===== config.mk =====
export PLATFORM = sky130hd
export DESIGN_NAME = mole_controller_flat
export DESIGN_NICKNAME = d
export VERILOG_FILES = /design/src/rtl/game_pkg.sv /design/src/rtl/mole_controller_if.sv /design/src/rtl/mole_controller_lfsr16.sv /design/src/rtl/mole_controller.sv /design/src/flat_wrapper.sv
export SDC_FILE = /design/constraint.sdc
export NUM_CORES = 1
export LEC_CHECK = 0
export ABC_AREA = 1
export BUFFER_PORTS_ARGS = -buffer_cell sky130_fd_sc_hd__buf_2
export CORE_ASPECT_RATIO = 0.5
export CORE_UTILIZATION = 50
export DETAILED_ROUTE_END_ITERATION = 6
export PLACE_DENSITY = 0.69
export RECOVER_POWER = 25
export REMOVE_ABC_BUFFERS = 1
export SYNTH_ARGS = -nofsm -noshare
export SYNTH_HDL_FRONTEND = slang
export SYNTH_SLANG_ARGS = --single-unit

===== constraint.sdc =====
create_clock -name clk -period 2.5 [get_ports clk]
set_input_delay 0.5 -clock clk [delete_from_list [all_inputs] [get_ports clk]]
set_output_delay 0.5 -clock clk [all_outputs]
set_load 0.01 [all_outputs]

===== src/rtl/game_pkg.sv =====
// Shared game definitions: difficulty and mole-state encodings, default
// timing constants and the LFSR step function used by the mole picker.
package game_pkg;

   typedef enum logic [1:0] {
      DIFF_EASY     = 2'd0,
      DIFF_MED      = 2'd1,
      DIFF_HARD     = 2'd2,
      DIFF_HARD_ALT = 2'd3
   } difficulty_e;

   typedef enum logic [1:0] {
      MOLE_IDLE = 2'd0,
      MOLE_GAP  = 2'd1,
      MOLE_UP   = 2'd2
   } mole_state_e;

   localparam int unsigned DEF_UP_T_EASY = 1500;
   localparam int unsigned DEF_UP_T_MED  = 1000;
   localparam int unsigned DEF_UP_T_HARD = 500;
   localparam int unsigned DEF_GAP_T     = 300;
   localparam logic [15:0] DEF_LFSR_SEED = 16'hACE1;

   // Galois feedback mask for x^16 + x^14 + x^13 + x^11 + 1 (right-shifting form)
   localparam logic [15:0] LFSR_TAPS = 16'hB400;

   function automatic logic [15:0] lfsr_next(input logic [15:0] s);
      return s[0] ? ((s >> 1) ^ LFSR_TAPS) : (s >> 1);
   endfunction

endpackage


===== src/rtl/mole_controller_if.sv =====
// Game-control handshake between the game FSM (master) and the mole
// controller (slave): enable/difficulty out, result pulses back.
interface mole_controller_if;
   logic       enable_mole_ctrl;
   logic [1:0] difficulty_level;
   logic       hit_pulse;
   logic       timeout_pulse;
   logic       miss_pulse;

   modport master (
      output enable_mole_ctrl, difficulty_level,
      input  hit_pulse, timeout_pulse, miss_pulse
   );

   modport slave (
      input  enable_mole_ctrl, difficulty_level,
      output hit_pulse, timeout_pulse, miss_pulse
   );
endinterface


===== src/rtl/mole_controller_lfsr16.sv =====
// Free-running 16-bit Galois LFSR; steps every clock, reloads SEED on reset.
module lfsr16
   import game_pkg::*;
#(
   parameter logic [15:0] SEED = DEF_LFSR_SEED
) (
   input  logic        clk,
   input  logic        rst_n,
   output logic [15:0] state
);

   logic [15:0] state_d, state_q;

   // next LFSR value
   always_comb state_d = lfsr_next(state_q);

   // state register with synchronous seed load
   always_ff @(posedge clk) begin
      if (!rst_n) state_q <= SEED;
      else        state_q <= state_d;
   end

   assign state = state_q;

endmodule


===== src/rtl/mole_controller.sv =====
// Whack-a-mole responder: pops one mole at a time at an LFSR-chosen hole,
// times it by difficulty and reports hit / timeout (and miss) pulses.
// Optional build macro MOLE_MISS_PENALTY_EN: a wrong-hole whack ends the mole
// with miss_pulse; without it miss_pulse is tied low and wrong holes are ignored.
module mole_controller
   import game_pkg::*;
#(
   parameter int unsigned N_MOLES   = 8,
   parameter int unsigned UP_T_EASY = DEF_UP_T_EASY,
   parameter int unsigned UP_T_MED  = DEF_UP_T_MED,
   parameter int unsigned UP_T_HARD = DEF_UP_T_HARD,
   parameter int unsigned GAP_T     = DEF_GAP_T,
   parameter logic [15:0] LFSR_SEED = DEF_LFSR_SEED
) (
   input  logic               clk,
   input  logic               rst_n,
   input  logic               tick,
   input  logic [N_MOLES-1:0] btn_whack,
   output logic [N_MOLES-1:0] mole_leds,
   output logic               mole_active,
   mole_controller_if.slave   ctl
);

   localparam int unsigned POS_W  = $clog2(N_MOLES);
   localparam int unsigned T_MAX1 = (UP_T_EASY > UP_T_MED) ? UP_T_EASY : UP_T_MED;
   localparam int unsigned T_MAX2 = (UP_T_HARD > GAP_T) ? UP_T_HARD : GAP_T;
   localparam int unsigned T_MAX  = (T_MAX1 > T_MAX2) ? T_MAX1 : T_MAX2;
   localparam int unsigned CNT_W  = $clog2(T_MAX) + 1;
   localparam logic [N_MOLES-1:0] ONE_HOT = {{(N_MOLES-1){1'b0}}, 1'b1};

   mole_state_e        state_d, state_q;
   logic [CNT_W-1:0]   cnt_d, cnt_q, cnt_inc;
   logic [CNT_W-1:0]   up_t_d, up_t_q, up_t_sel;
   logic [POS_W-1:0]   pos_d, pos_q, last_pos_d, last_pos_q, cand_raw, cand;
   logic [N_MOLES-1:0] btn_prev_d, btn_prev_q, whack_edge;
   logic [N_MOLES-1:0] leds_d, leds_q;
   logic               active_d, active_q;
   logic               hit_d, hit_q, timeout_d, timeout_q;
   logic [15:0]        lfsr_state;

   lfsr16 #(.SEED(LFSR_SEED)) u_lfsr (
      .clk   (clk),
      .rst_n (rst_n),
      .state (lfsr_state)
   );

   // candidate hole, bumped by one to avoid repeating the previous hole;
   // POS_W-bit wrap gives mod N_MOLES because N_MOLES is a power of two
   always_comb begin
      cand_raw   = lfsr_state[POS_W-1:0];
      cand       = (cand_raw == last_pos_q) ? cand_raw + 1'b1 : cand_raw;
      whack_edge = btn_whack & ~btn_prev_q;
      cnt_inc    = cnt_q + 1'b1;
      case (difficulty_e'(ctl.difficulty_level))
         DIFF_EASY: up_t_sel = CNT_W'(UP_T_EASY);
         DIFF_MED:  up_t_sel = CNT_W'(UP_T_MED);
         default:   up_t_sel = CNT_W'(UP_T_HARD);
      endcase
   end

`ifdef MOLE_MISS_PENALTY_EN
   logic miss_d, miss_q, wrong_edge;
   assign wrong_edge = |(whack_edge & ~(ONE_HOT << pos_q));
`endif

   // next-state, counter and registered-output decode
   always_comb begin
      state_d    = state_q;
      cnt_d      = cnt_q;
      up_t_d     = up_t_q;
      pos_d      = pos_q;
      last_pos_d = last_pos_q;
      btn_prev_d = btn_whack;
      leds_d     = leds_q;
      active_d   = active_q;
      hit_d      = 1'b0;
      timeout_d  = 1'b0;
`ifdef MOLE_MISS_PENALTY_EN
      miss_d     = 1'b0;
`endif
      if (!ctl.enable_mole_ctrl) begin
         // abort: drop the mole silently
         state_d  = MOLE_IDLE;
         cnt_d    = '0;
         leds_d   = '0;
         active_d = 1'b0;
      end else begin
         case (state_q)
            MOLE_IDLE: begin
               state_d  = MOLE_GAP;
               cnt_d    = '0;
               leds_d   = '0;
               active_d = 1'b0;
            end
            MOLE_GAP: begin
               if (tick) begin
                  if (cnt_inc == CNT_W'(GAP_T)) begin
                     state_d    = MOLE_UP;
                     cnt_d      = '0;
                     pos_d      = cand;
                     last_pos_d = cand;
                     up_t_d     = up_t_sel;
                     leds_d     = ONE_HOT << cand;
                     active_d   = 1'b1;
                  end else begin
                     cnt_d = cnt_inc;
                  end
               end
            end
            MOLE_UP: begin
`ifdef MOLE_MISS_PENALTY_EN
               if (wrong_edge) begin
                  miss_d = 1'b1;
               end else
`endif
               if (whack_edge[pos_q]) begin
                  hit_d = 1'b1;
               end else if (tick) begin
                  if (cnt_inc == up_t_q) timeout_d = 1'b1;
                  else                   cnt_d     = cnt_inc;
               end
`ifdef MOLE_MISS_PENALTY_EN
               if (hit_d || timeout_d || miss_d) begin
`else
               if (hit_d || timeout_d) begin
`endif
                  state_d  = MOLE_GAP;
                  cnt_d    = '0;
                  leds_d   = '0;
                  active_d = 1'b0;
               end
            end
            default: state_d = MOLE_IDLE;
         endcase
      end
   end

   // state and output registers, synchronous active-low reset
   always_ff @(posedge clk) begin
      if (!rst_n) begin
         state_q    <= MOLE_IDLE;
         cnt_q      <= '0;
         up_t_q     <= '0;
         pos_q      <= '0;
         last_pos_q <= '0;
         btn_prev_q <= '0;
         leds_q     <= '0;
         active_q   <= 1'b0;
         hit_q      <= 1'b0;
         timeout_q  <= 1'b0;
      end else begin
         state_q    <= state_d;
         cnt_q      <= cnt_d;
         up_t_q     <= up_t_d;
         pos_q      <= pos_d;
         last_pos_q <= last_pos_d;
         btn_prev_q <= btn_prev_d;
         leds_q     <= leds_d;
         active_q   <= active_d;
         hit_q      <= hit_d;
         timeout_q  <= timeout_d;
      end
   end

`ifdef MOLE_MISS_PENALTY_EN
   // miss pulse register
   always_ff @(posedge clk) begin
      if (!rst_n) miss_q <= 1'b0;
      else        miss_q <= miss_d;
   end
   assign ctl.miss_pulse = miss_q;
`else
   assign ctl.miss_pulse = 1'b0;
`endif

   assign mole_leds         = leds_q;
   assign mole_active       = active_q;
   assign ctl.hit_pulse     = hit_q;
   assign ctl.timeout_pulse = timeout_q;

endmodule


===== src/flat_wrapper.sv =====
// flat-port wrapper written by rule: the top's interface ports become plain ports
module mole_controller_flat import game_pkg::*;
#(
   parameter int unsigned N_MOLES   = 8,
   parameter int unsigned UP_T_EASY = DEF_UP_T_EASY,
   parameter int unsigned UP_T_MED  = DEF_UP_T_MED,
   parameter int unsigned UP_T_HARD = DEF_UP_T_HARD,
   parameter int unsigned GAP_T     = DEF_GAP_T,
   parameter logic [15:0] LFSR_SEED = DEF_LFSR_SEED
)
  (clk, rst_n, tick, btn_whack, mole_leds, mole_active, ctl_enable_mole_ctrl, ctl_difficulty_level, ctl_hit_pulse, ctl_timeout_pulse, ctl_miss_pulse);
  mole_controller_if ctl_i ();
  input  logic clk;
  input  logic rst_n;
  input  logic tick;
  input  logic [N_MOLES-1:0] btn_whack;
  output logic [N_MOLES-1:0] mole_leds;
  output logic mole_active;
  input wire logic [$bits(ctl_i.enable_mole_ctrl)-1:0] ctl_enable_mole_ctrl;
  input wire logic [$bits(ctl_i.difficulty_level)-1:0] ctl_difficulty_level;
  output wire logic [$bits(ctl_i.hit_pulse)-1:0] ctl_hit_pulse;
  output wire logic [$bits(ctl_i.timeout_pulse)-1:0] ctl_timeout_pulse;
  output wire logic [$bits(ctl_i.miss_pulse)-1:0] ctl_miss_pulse;
  assign ctl_i.enable_mole_ctrl = ctl_enable_mole_ctrl;
  assign ctl_i.difficulty_level = ctl_difficulty_level;
  assign ctl_hit_pulse = ctl_i.hit_pulse;
  assign ctl_timeout_pulse = ctl_i.timeout_pulse;
  assign ctl_miss_pulse = ctl_i.miss_pulse;
  mole_controller #(.N_MOLES(N_MOLES), .UP_T_EASY(UP_T_EASY), .UP_T_MED(UP_T_MED), .UP_T_HARD(UP_T_HARD), .GAP_T(GAP_T), .LFSR_SEED(LFSR_SEED)) u_core (.clk(clk), .rst_n(rst_n), .tick(tick), .btn_whack(btn_whack), .mole_leds(mole_leds), .mole_active(mole_active), .ctl(ctl_i));
endmodule

==> summary.md, run 1 <==
| Metric | Value |
|---|---|
| Skew-Pair Late Insertion Delay | `between 300 and 400 ps` |
| RSZ-0062 raised after global routing | `false` |
| Ys async rst share | `0` |
| Unique masters post-synth | `35` |
| Endpoint class of the critical path | `flip-flop` |
| Vias per cell | `~5` |
| Detailed-route via count | `~2500` |
| Average cell area after synthesis | `7.24 µm²` |
| Yosys top cell area share | `0.396` |
| Req. time, crit path | `about 2700 ps` |
| Clk_skew | `3.30 ps` |
| Max Root-Sink Buffers | `2` |
| Die X | `between 100 and 150 µm` |
| Final RePlAce weighted congestion | `0.908` |
| Largest net degree at the start of global routing | `23` |
| Leak | `between 1.5 and 2 nW` |
| Max Cap Viol | `0` |
| Main combinational cell family by area after synthesis | `simple AND/OR/NAND/NOR gates` |
| Share of post-route cells with drive strength above 1 | `0.188` |
| Die Span Y | `approximately 56 µm` |
| NetSw | `0.000525 W` |
| Initial antenna violation count | `0` |
| Adder-Cell Fraction of Synth Area | `0.0256` |
| Fillers | `just over 500` |
| Total wire length | `approximately 6.2 mm` |
| Mux share of post-synthesis cell area | `0` |
| Min Tclk post-route | `about 2300 ps` |
| Worst setup margin | `240 ps` |
| Count leader, synth | `nand2_1` |
| Reg power frac | `0.397` |
| Gate power share | `0.069` |
| Grt total ovfl | `0` |
| Fin. max-slew vios | `0` |
| Hold path startpoint | `btn_whack[7]` |
| EDFF count, synth | `0` |
| Pwr/cell area | `~700 mW/mm²` |
| Clk pin slew, worst setup/hold paths | `approximately 50 ps` |
| Root Driver | `clkbuf_16` |
| Min-Delay Path Class | `in2reg` |
| Hold Vio Cnt, Final | `0` |
| Setup CP Type | `reg2reg` |
| Simple-gate share of the synthesized area | `0.357` |
| CORE AREA | `0.00556 mm²` |
| Post-synthesis compound-gate area fraction | `0.0922` |
| Worst hold slack | `between 300 and 400 ps` |
| Top cells by count, synth | `nand2_1, dfxtp_1, inv_1, nand3_1, a21oi_1` |
| Final setup vio count | `0` |
| Post-DRT Antenna Nets | `0` |
| # nets final | `~450` |
| Max Clk Rate | `between 400 and 500 MHz` |
| First-pass GRT wire length | `around 11 mm` |
| Area grow syn2layout | `16.5%` |
| Cells after Synth | `a little over 400` |
| Reg2reg start | `u_core.cnt_q[1]` |
| Clock power share | `0.534` |
| #FFs+latches synth | `58` |
| Internal power | `roughly 0.0019 W` |
| Initial core utilization | `0.527` |
| Sequential share of the synthesized area | `0.396` |
| Row cnt | `19` |
| Worst path arrival time | `between 2000 and 2500 ps` |
| CP Max Fanout | `14` |
| Initial DRC count | `~140` |
| TritonCTS clock tree | `yes` |
| Dominant cell type by area after synthesis | `dfxtp_1` |
| CTS Buf Count | `9` |
| Syn Std Cell Area | `between 0.002 and 0.003 mm²` |
| Ys Warns | `0` |
| Post-route clock period utilization | `0.904` |
| Pre-CTS setup slack | `~170 ps` |
| Relative slew slack | `0.430` |
| XOR/XNOR Fraction of Synth Area | `0.0209` |
| Top Ports | `26` |
| Drt pass-1 iters | `4` |
| Ys flop type | `dfxtp_1` |
| Status | `completed` |
| Slew @ Worst Pin | `between 800 and 900 ps` |
| Total Routing Usage GR | `0.225` |
| Die area | `between 0.006 and 0.007 mm²` |
| Total clock sinks | `58` |
| Routed len/inst | `between 10 and 15 µm` |
| ANT cells | `0` |
| Port Buf Inserts | `24` |
| Total Power | `about 0.0024 W` |
| VDD IR max | `372 µV` |
| Worst setup path start | `u_core.cnt_q[1]` |
| Largest cells by area after synthesis | `dfxtp_1, nand2_1, inv_1` |
| Number of global-route vias before repair | `roughly 2400` |
| Critical Path Start Type | `flip-flop` |
| DP HPWL | `~4.7 mm` |
| H-tree depth | `3` |
| DRC viols | `0` |
| Sw Ratio | `0.216` |
[metrics by stage]
stage / cell area, µm² / utilization / instances / TNS (ps)
CTS: 3410 / 0.613 / 509 / 0
global route: 3410 / 0.614 / 509 / 0
detailed placement: 3090 / 0.556 / 493 / 0
floorplan: 2840 / - / 391 / -1030
finish: 3410 / 0.614 / 509 / 0
global placement: 3090 / 0.556 / 493 / 0
[worst max-delay path: stages (launching register included)]
cell and delay (ps):
dfxtp_1 420, ha_2 290, nand2_1 110, nor2_4 150, nand3_1 90, nand2_1 60, nand2_1 110, xor2_1 160
nor2_1 130, nand2_2 90, nand2_4 150, nand3_2 180, nand2_1 100, a21oi_1 60
[logic make-up (layout without fill, tap and decap cells)]
logic type      Yosys count  in the layout
compound gates           50             50
xor+xnor                  7              7
fa+ha+maj                 6              6
buf+inv                  73            104
flops                    58             58
other cells               1              1
simple gates            210            210
[path summary, 6_finish.rpt]
kind	to	depth (start not counted)	slack (ps)
worst max-delay path	u_core.mole_leds[5]	13	240
worst min-delay path	u_core.btn_prev_q[7]	3	370
worst max register to register	u_core.mole_leds[5]	13	240
worst min register to register	u_core.u_lfsr.state[2]	2	410
[flip-flops by register name, summed over array words and instances (netlist names), 2 cells and up]
signal and flops:
u_core.btn_prev_q 8, u_core.u_lfsr.state 16, u_core.cnt_q 12, u_core.mole_leds 8
u_core.state_q 2, u_core.pos_q 3, u_core.up_t_q 6
[layout make-up]
type                       instances  area, µm²  share of cell area
sequential                        58       1160               0.340
timing repair buffer              29        153              0.0447
tap                               73       91.3              0.0267
multi-input combinational        274       1470               0.429
inverter                          59        224              0.0656
clock buffer                      11        243              0.0711
clock inverter                     5       77.6              0.0227
[cells in the final DEF (no fill, tap or decap), types with 9 or more instances in the layout]
master	netlist	layout
nand4_1	15	15
inv_1	55	55
nand3_1	35	35
a21oi_1	34	34
nand3_2	10	10
clkbuf_16	0	9
nand2_1	99	99
nor2_1	18	18
buf_2	3	23
dfxtp_1	58	58
[power by group through the flow]
stage | Clock (W) | Sequential [W] | Combinational [W]
3_5_place_dp | 0 | 0.000983 | 0.000165
5_1_grt | 0.00137 | 0.000966 | 0.000189
2_1_floorplan | 0 | 0.000981 | 0.000110
4_1_cts | 0.00133 | 0.000964 | 0.000166
3_3_place_gp | 0 | 0.000982 | 0.000161
6_report | 0.00130 | 0.000964 | 0.000167
[per-layer routing]
layer	global-route usage	share of wire
met1	0.288	0.50
met2	0.356	0.45
met3	0.0808	0.043
met4	0.0677	0.0068
met5	0	0
[what timing repair did]
action | 4_1_cts | 5_1_grt
setup endpoints to repair | 0 | 20
gates resized for setup | 0 | 2
hold buffers | 0 | 0
setup buffers | 0 | 0
Power figures use the tool's default switching activity.
==> run 2, diff against run 1 <==
==> constraint.sdc (replaced) <==
create_clock -name clk -period 2.4 [get_ports clk]
set_input_delay 0.48 -clock clk [delete_from_list [all_inputs] [get_ports clk]]
set_output_delay 0.48 -clock clk [all_outputs]
set_load 0.01 [all_outputs]
==> run 2 against run 1 <==
Core utilization is 0.38 points lower. Worst setup slack worse by 4.3 ps. Hold slack worse by 26 ps. Clock-buffer cell count is the same. Fmax up 4.4%. Critical endpoint is now u_core.mole_leds[2]. Highest routed layer unchanged.
==> summary.md, run 2 (synthesis gave the netlist of run 1 again) <==
| Metric | Value |
|---|---|
| CORE AREA | `0.00556 mm² (unchanged)` |
| Most used cell along the critical path | `nand2_1` |
| Multi-input logic area | `0.00147 mm² (unchanged)` |
| Share of post-route cells with drive strength above 1 | `0.195 (+0.00643)` |
| Most common cell after layout, fill and taps aside | `nand2_1` |
| Crit path depth | `12 (-1)` |
| Cells on worst reg2reg path | `12 (-1)` |
| Die Span Y | `56.1 µm (unchanged)` |
| TritonCTS clock tree | `yes` |
| Max Root-Sink Buffers | `2 (unchanged)` |
| DP Cell Count | `494 (+0.20%)` |
| Min-Delay Path Class | `in2reg` |
| Post-route clock period utilization | `0.902 (-0.00222)` |
| VDD IR max | `512 µV (+38%)` |
| Post-CTS Hold Fix Bufs | `0 (unchanged)` |
| Worst setup path start | `u_core.cnt_q[0]` |
| Placed Area | `0.00310 mm² (+0.24%)` |
| Total Routing Usage GR | `0.235 (+0.00999)` |
| Sum of buffers and inverters on the critical path | `0 (unchanged)` |
| RSZ-0062 raised after global routing | `false` |
| Number of global-route vias before repair | `2427 (+3.0%)` |
| Die X | `110 µm (unchanged)` |
| Req. time, crit path | `2590 ps (-90 ps)` |
| Status | `completed` |
| Worst hold slack | `347 ps (-25.7 ps)` |
| Pwr/cell area | `712 mW/mm² (+0.13%)` |
| Largest net degree at the start of global routing | `20 (-13%)` |
| Total clock sinks | `58 (unchanged)` |
| Initial antenna violation count | `0 (unchanged)` |
| Grt total ovfl | `0 (unchanged)` |
| Leak | `1.52 nW (-0.84%)` |
| ANT cells | `0 (unchanged)` |
| Root Driver | `clkbuf_16` |
| FF/Latch Area | `0.00116 mm² (+0.32%)` |
| Post-CTS Setup Inserts | `0 (unchanged)` |
| H-tree depth | `3 (unchanged)` |
| Die area | `0.00619 mm² (unchanged)` |
| Max Clk Rate | `462 MHz (+4.4%)` |
| Crit path to | `u_core.mole_leds[2]` |
| Finished Cell Area | `0.00339 mm² (-0.62%)` |
| Drt pass-1 iters | `4 (unchanged)` |
| Post-DRT Antenna Nets | `0 (unchanged)` |
| Post_cts resized | `0 (unchanged)` |
| Endpoint class of the critical path | `flip-flop` |
| Cell family with most CP delay | `simple AND/OR/NAND/NOR gates` |
| DP HPWL | `4.62 mm (-1.4%)` |
| CP Max Fanout | `13 (-1)` |
| Reg2reg start | `u_core.cnt_q[0]` |
| Setup CP Type | `reg2reg` |
| Critical Path Start Type | `flip-flop` |
| Max reg flops | `16 (unchanged)` |
| Total wire length | `6.42 mm (+4.0%)` |
| Max incr delay on CP | `380 ps (-40 ps)` |
| Commonest cells after routing, fill and taps aside | `nand2_1, inv_1, dfxtp_1` |
| Routed len/inst | `12.6 µm (+3.8%)` |
| Fin. max-slew vios | `0 (unchanged)` |
| Initial core utilization | `0.527 (unchanged)` |
| Fillers | `522 (+3.0%)` |
| Detailed-route via count | `2581 (+1.3%)` |
| DRC viols | `0 (unchanged)` |
| Final setup vio count | `0 (unchanged)` |
| Max Cap Viol | `0 (unchanged)` |
| First-pass GRT wire length | `11.0 mm (+4.0%)` |
| R2R Path End | `u_core.mole_leds[2]` |
| Relative slew slack | `0.520 (+0.0900)` |
| # nets final | `452 (+0.22%)` |
| Row cnt | `19 (unchanged)` |
| Critical Path, Cell by Cell | `ha_2 > nand2_1 > nor2_4 > nand3_1 > nand2_1 > nand2_1 > nor3_1 > nand2_2 > nand2_4 > nand3_2 > nand2_1 > a21oi_1` |
| Hold Vio Cnt, Final | `0 (unchanged)` |
| Initial DRC count | `111 (-19%)` |
| Area grow syn2layout | `15.8%` |
| Final RePlAce weighted congestion | `0.950 (+4.6%)` |
| Clk_skew | `9.59 ps (+6.29 ps)` |
| Min Tclk post-route | `2160 ps (-95.7 ps)` |
| Critical-path top delay cell | `dfxtp_2` |
| Vias per cell | `5.06 (+1.1%)` |
| Clk pin slew, worst setup/hold paths | `50 ps (about the same)` |
| Final Non-Filler Cells | `510 (+0.20%)` |
| Worst path arrival time | `2360 ps (-80 ps)` |
| Skew-Pair Late Insertion Delay | `330 ps (about the same)` |
| Slew @ Worst Pin | `720 ps (-135 ps)` |
| CTS Buf Count | `9 (unchanged)` |
| Total Power | `0.00242 W (-0.49%)` |
| Top Ports | `26 (unchanged)` |
| Worst R2R Setup Slack | `240 ps (about the same)` |
| Port Buf Inserts | `24 (unchanged)` |
run 2: changes by cell type in the layout (fill, tap and decap cells not counted), sizes merged:
| cell | change |
|---|---|
| buf | +1 |
| bufinv | -1 |
| clkinvlp | +1 |
run 2: worst reg2reg max path, cell delays in order, from the launching register on:
cell	delay [ps]
dfxtp_2	380
ha_2	250
nand2_1	100
nor2_4	140
nand3_1	80
nand2_1	150
nand2_1	90
nor3_1	180
nand2_2	120
nand2_4	160
nand3_2	200
nand2_1	130
a21oi_1	70
run 2: worst min path at each step:
stage	start	endpoint	slack [ps]	cells past startpoint
2_1_floorplan	u_core.u_lfsr.state[15]	u_core.u_lfsr.state[14]	390	2
3_3_place_gp	u_core.u_lfsr.state[9]	u_core.u_lfsr.state[8]	390	2
3_5_place_dp	u_core.u_lfsr.state[8]	u_core.u_lfsr.state[7]	400	1
4_1_cts	btn_whack[6]	u_core.btn_prev_q[6]	350	3
5_1_grt	btn_whack[0]	u_core.btn_prev_q[0]	360	3
6_report	btn_whack[0]	u_core.btn_prev_q[0]	350	3
run 2: metal layers:
| layer | part of all wire | vias up | global-route usage |
|---|---|---|---|
| li1 | - | 1349 | - |
| met2 | 0.48 | 55 | 0.374 |
| met5 | 0 | - | 0 |
| met1 | 0.46 | 1169 | 0.303 |
| met4 | 0.0094 | 0 | 0.0658 |
| met3 | 0.056 | 8 | 0.0808 |
run 2: power by group:
part | leakage [nW] | switching (W) | internal, W
Clock | 0.136 | 0.000437 | 0.000799
Combinational | 0.914 | 0.000118 | 0.0000577
Sequential | 0.476 | 0.0000121 | 0.000993
run 2: area by class of cell:
type / instances / share of cell area
multi-input combinational: 274 / 0.432
sequential: 58 / 0.343
clock buffer: 11 / 0.0686
inverter: 59 / 0.0660
timing repair buffer: 30 / 0.0472
tap: 73 / 0.0269
clock inverter: 5 / 0.0162
run 2: through the flow:
step,worst slack (ps),utilization,TNS (ps)
finish,236,0.610,0
global route,1.33,0.610,0
CTS,115,0.609,0
detailed placement,131,0.557,0
global placement,206,0.557,0
floorplan,-219,-,-2130
==> run 3, diff against run 2 <==
--- a/config.mk
+++ b/config.mk
@@ -7,7 +7,8 @@
 export LEC_CHECK = 0
 export ABC_AREA = 1
 export BUFFER_PORTS_ARGS = -buffer_cell sky130_fd_sc_hd__buf_2
-export CORE_ASPECT_RATIO = 0.5
+export CORE_ASPECT_RATIO = 2
+export CORE_MARGIN = 3
 export CORE_UTILIZATION = 50
 export DETAILED_ROUTE_END_ITERATION = 6
 export PLACE_DENSITY = 0.69
==> run 3 against run 2 <==
Fmax grew 1.1%. Clock-buffer cell count is the same. Flip-flop and latch count is the same. Core utilization shrank 0.74 points. Largest power group unchanged. Routed wire length grew 2.2%. Combinational power grew 3%. Critical path depth grew 2. Via count grew 0.15%. Critical endpoint is now u_core.cnt_q[11]. Largest cell class unchanged. Clock skew grew 3.3 ps. Worst setup slack gained 23 ps. Clock power shrank 19%. Non-clock buffer count grew 2.
==> summary.md, run 3 (synthesis gave the netlist of run 1 again) <==
| Metric | Value |
|---|---|
| TritonCTS clock tree | `yes` |
| Max reg flops | `16 (unchanged)` |
| Relative slew slack | `0.406 (-0.114)` |
| Status | `completed` |
| Initial DRC count | `106 (-4.5%)` |
| Reg power frac | `0.457 (+0.041)` |
| DRC viols | `0 (unchanged)` |
| Sum of buffers and inverters on the critical path | `0 (unchanged)` |
| Number of global-route vias before repair | `2539 (+4.6%)` |
| RSZ-0062 raised after global routing | `false` |
| Post-CTS Setup Inserts | `0 (unchanged)` |
| Most used cell along the critical path | `nand2_2` |
| Drt pass-1 iters | `4 (unchanged)` |
| Port Buf Inserts | `24 (unchanged)` |
| Crit path depth | `14 (+2)` |
| Detailed-route via count | `2585 (+0.15%)` |
| NetSw | `0.000506 W (-11%)` |
| Internal power | `0.00169 W (-8.8%)` |
| Vias per cell | `5.19 (+2.6%)` |
| Critical Path, Cell by Cell | `nand2_2 > nor2_4 > nand2_2 > nor2_2 > nand2_1 > nand2_2 > nand2_1 > nand2_1 > nor2_2 > nand2_2 > nand2_4 > nand2_4 > nand3_1 > a21oi_1` |
| Post-DRT Antenna Nets | `0 (unchanged)` |
| Critical-path top delay cell | `dfxtp_1` |
| Post-route clock period utilization | `0.892 (-0.00960)` |
| Req. time, crit path | `2660 ps (+70 ps)` |
| Clock power share | `0.460 (-0.051)` |
| CP Max Fanout | `14 (+1)` |
| Clk pin slew, worst setup/hold paths | `60 ps (about the same)` |
| Gate power share | `0.082 (+0.009)` |
| Leak | `1.51 nW (-0.88%)` |
| Cells on worst reg2reg path | `14 (+2)` |
| Share of post-route cells with drive strength above 1 | `0.201 (+0.00641)` |
| Commonest cells after routing, fill and taps aside | `nand2_1, dfxtp_1, inv_1` |
| Root Driver | `clkbuf_8` |
| Post-layout util | `0.603 (-0.00742)` |
| Initial antenna violation count | `0 (unchanged)` |
| Most common cell after layout, fill and taps aside | `nand2_1` |
| Largest net degree at the start of global routing | `23 (+15%)` |
| Worst path arrival time | `2400 ps (+40 ps)` |
| Die Span Y | `114 µm (+100%)` |
| Max Cap Viol | `0 (unchanged)` |
| Final RePlAce weighted congestion | `0.906 (-4.6%)` |
| DP Cell Count | `483 (-2.2%)` |
| Die X | `60.1 µm (-45%)` |
| First-pass GRT wire length | `11.0 mm (+0.18%)` |
| ANT cells | `0 (unchanged)` |
| Routed len/inst | `13.2 µm (+4.7%)` |
| Die area | `0.00687 mm² (+11%)` |
| Area grow syn2layout | `14.4%` |
| CORE AREA | `0.00556 mm² (unchanged)` |
| Grt total ovfl | `0 (unchanged)` |
| Pwr/cell area | `654 mW/mm² (-8.1%)` |
| Hold path depth | `3 (unchanged)` |
| Slew @ Worst Pin | `891 ps (+170 ps)` |
| VDD IR max | `729 µV (+42%)` |
| Top Ports | `26 (unchanged)` |
| Fin. max-slew vios | `0 (unchanged)` |
| Total wire length | `6.56 mm (+2.2%)` |
| Final Non-Filler Cells | `498 (-2.4%)` |
| Row cnt | `38 (+19)` |
| Max Clk Rate | `467 MHz (+1.1%)` |
| Pre-CTS setup slack | `25.3 ps (-106 ps)` |
| Skew-Pair Late Insertion Delay | `340 ps (about the same)` |
| Cell family with most CP delay | `simple AND/OR/NAND/NOR gates` |
| # nets final | `454 (+0.44%)` |
| Total clock sinks | `58 (unchanged)` |
| Total Routing Usage GR | `0.213 (-0.0225)` |
| Clk_skew | `12.9 ps (+3.27 ps)` |
| Min Tclk post-route | `2140 ps (-23.0 ps)` |
| DP HPWL | `5.09 mm (+10%)` |
| Hold Vio Cnt, Final | `0 (unchanged)` |
| Max incr delay on CP | `490 ps (+110 ps)` |
| Endpoint class of the critical path | `flip-flop` |
| Final setup vio count | `0 (unchanged)` |
| Sw Ratio | `0.231 (-0.00384)` |
| Post-CTS Hold Fix Bufs | `0 (unchanged)` |
| Max Root-Sink Buffers | `2 (unchanged)` |
| Critical Path Start Type | `flip-flop` |
| Initial core utilization | `0.527 (unchanged)` |
| Worst R2R Setup Slack | `260 ps (+20 ps)` |
| CTS Buf Count | `9 (unchanged)` |
| Setup CP Type | `reg2reg` |
| Worst setup margin | `259 ps (+23.0 ps)` |
| H-tree depth | `3 (unchanged)` |
| Min-Delay Path Class | `in2reg` |
run 3: cell types whose count changed in the layout (fill, tap and decap cells not counted), moves of 2 or more:
cell	change
clkinv_2	-2
clkbuf_16	-9
clkbuf_1	-2
buf_4	+2
clkbuf_8	+11
run 3: layout make-up:
| type | count | area (µm²) |
|---|---|---|
| clock buffer | 11 | 151 |
| clock inverter | 4 | 75.1 |
| fill | 536 | 2210 |
| inverter | 59 | 224 |
| multi-input combinational | 274 | 1490 |
| sequential | 58 | 1160 |
| tap | 60 | 75.1 |
| timing repair buffer | 32 | 175 |
run 3: tightest hold or removal path, delay by kind of cell:
kind,cells,cell delay [ps]
buffers and inverters,2,130
AND/OR/NAND/NOR,1,40
run 3: power groups by stage:
stage	registers, W	logic, W	clock network (W)
floorplan	0.00102	0.000115	0
global placement	0.00102	0.000176	0
detailed placement	0.00102	0.000179	0
CTS	0.00100	0.000181	0.00103
global route	0.00101	0.000205	0.00107
finish	0.00100	0.000181	0.00101
run 3: layer usage:
layer,global-route usage,routed length [µm],share of wire,vias to the layer above
met5,0,0,0,-
met4,0.120,238,0.036,0
met3,0.0508,174,0.027,20
met2,0.384,3750,0.57,36
met1,0.209,2400,0.37,1179
li1,-,-,-,1350
run 3: what timing repair did:
action,CTS,global route
endpoints found under the setup margin,1,31
gates resized for setup,1,6
hold endpoints to repair,0,0
run 3: path summary, 6_finish.rpt:
check / endpoint / start
worst max-delay path: u_core.cnt_q[11] / u_core.cnt_q[3]
worst max register to register: u_core.cnt_q[11] / u_core.cnt_q[3]
worst min-delay path: u_core.btn_prev_q[3] / btn_whack[3]
worst min register to register: u_core.u_lfsr.state[5] / u_core.u_lfsr.state[6]
run 3: metrics by stage:
step	TNS [ps]	hold WS (ps)	power, W	area, µm²
after floorplan	-2130	390	0.00114	2840
after global placement	0	393	0.00120	3100
after detailed placement	0	405	0.00120	3100
after CTS	0	330	0.00221	3330
after global routing	0	348	0.00228	3350
final	0	339	0.00219	3350
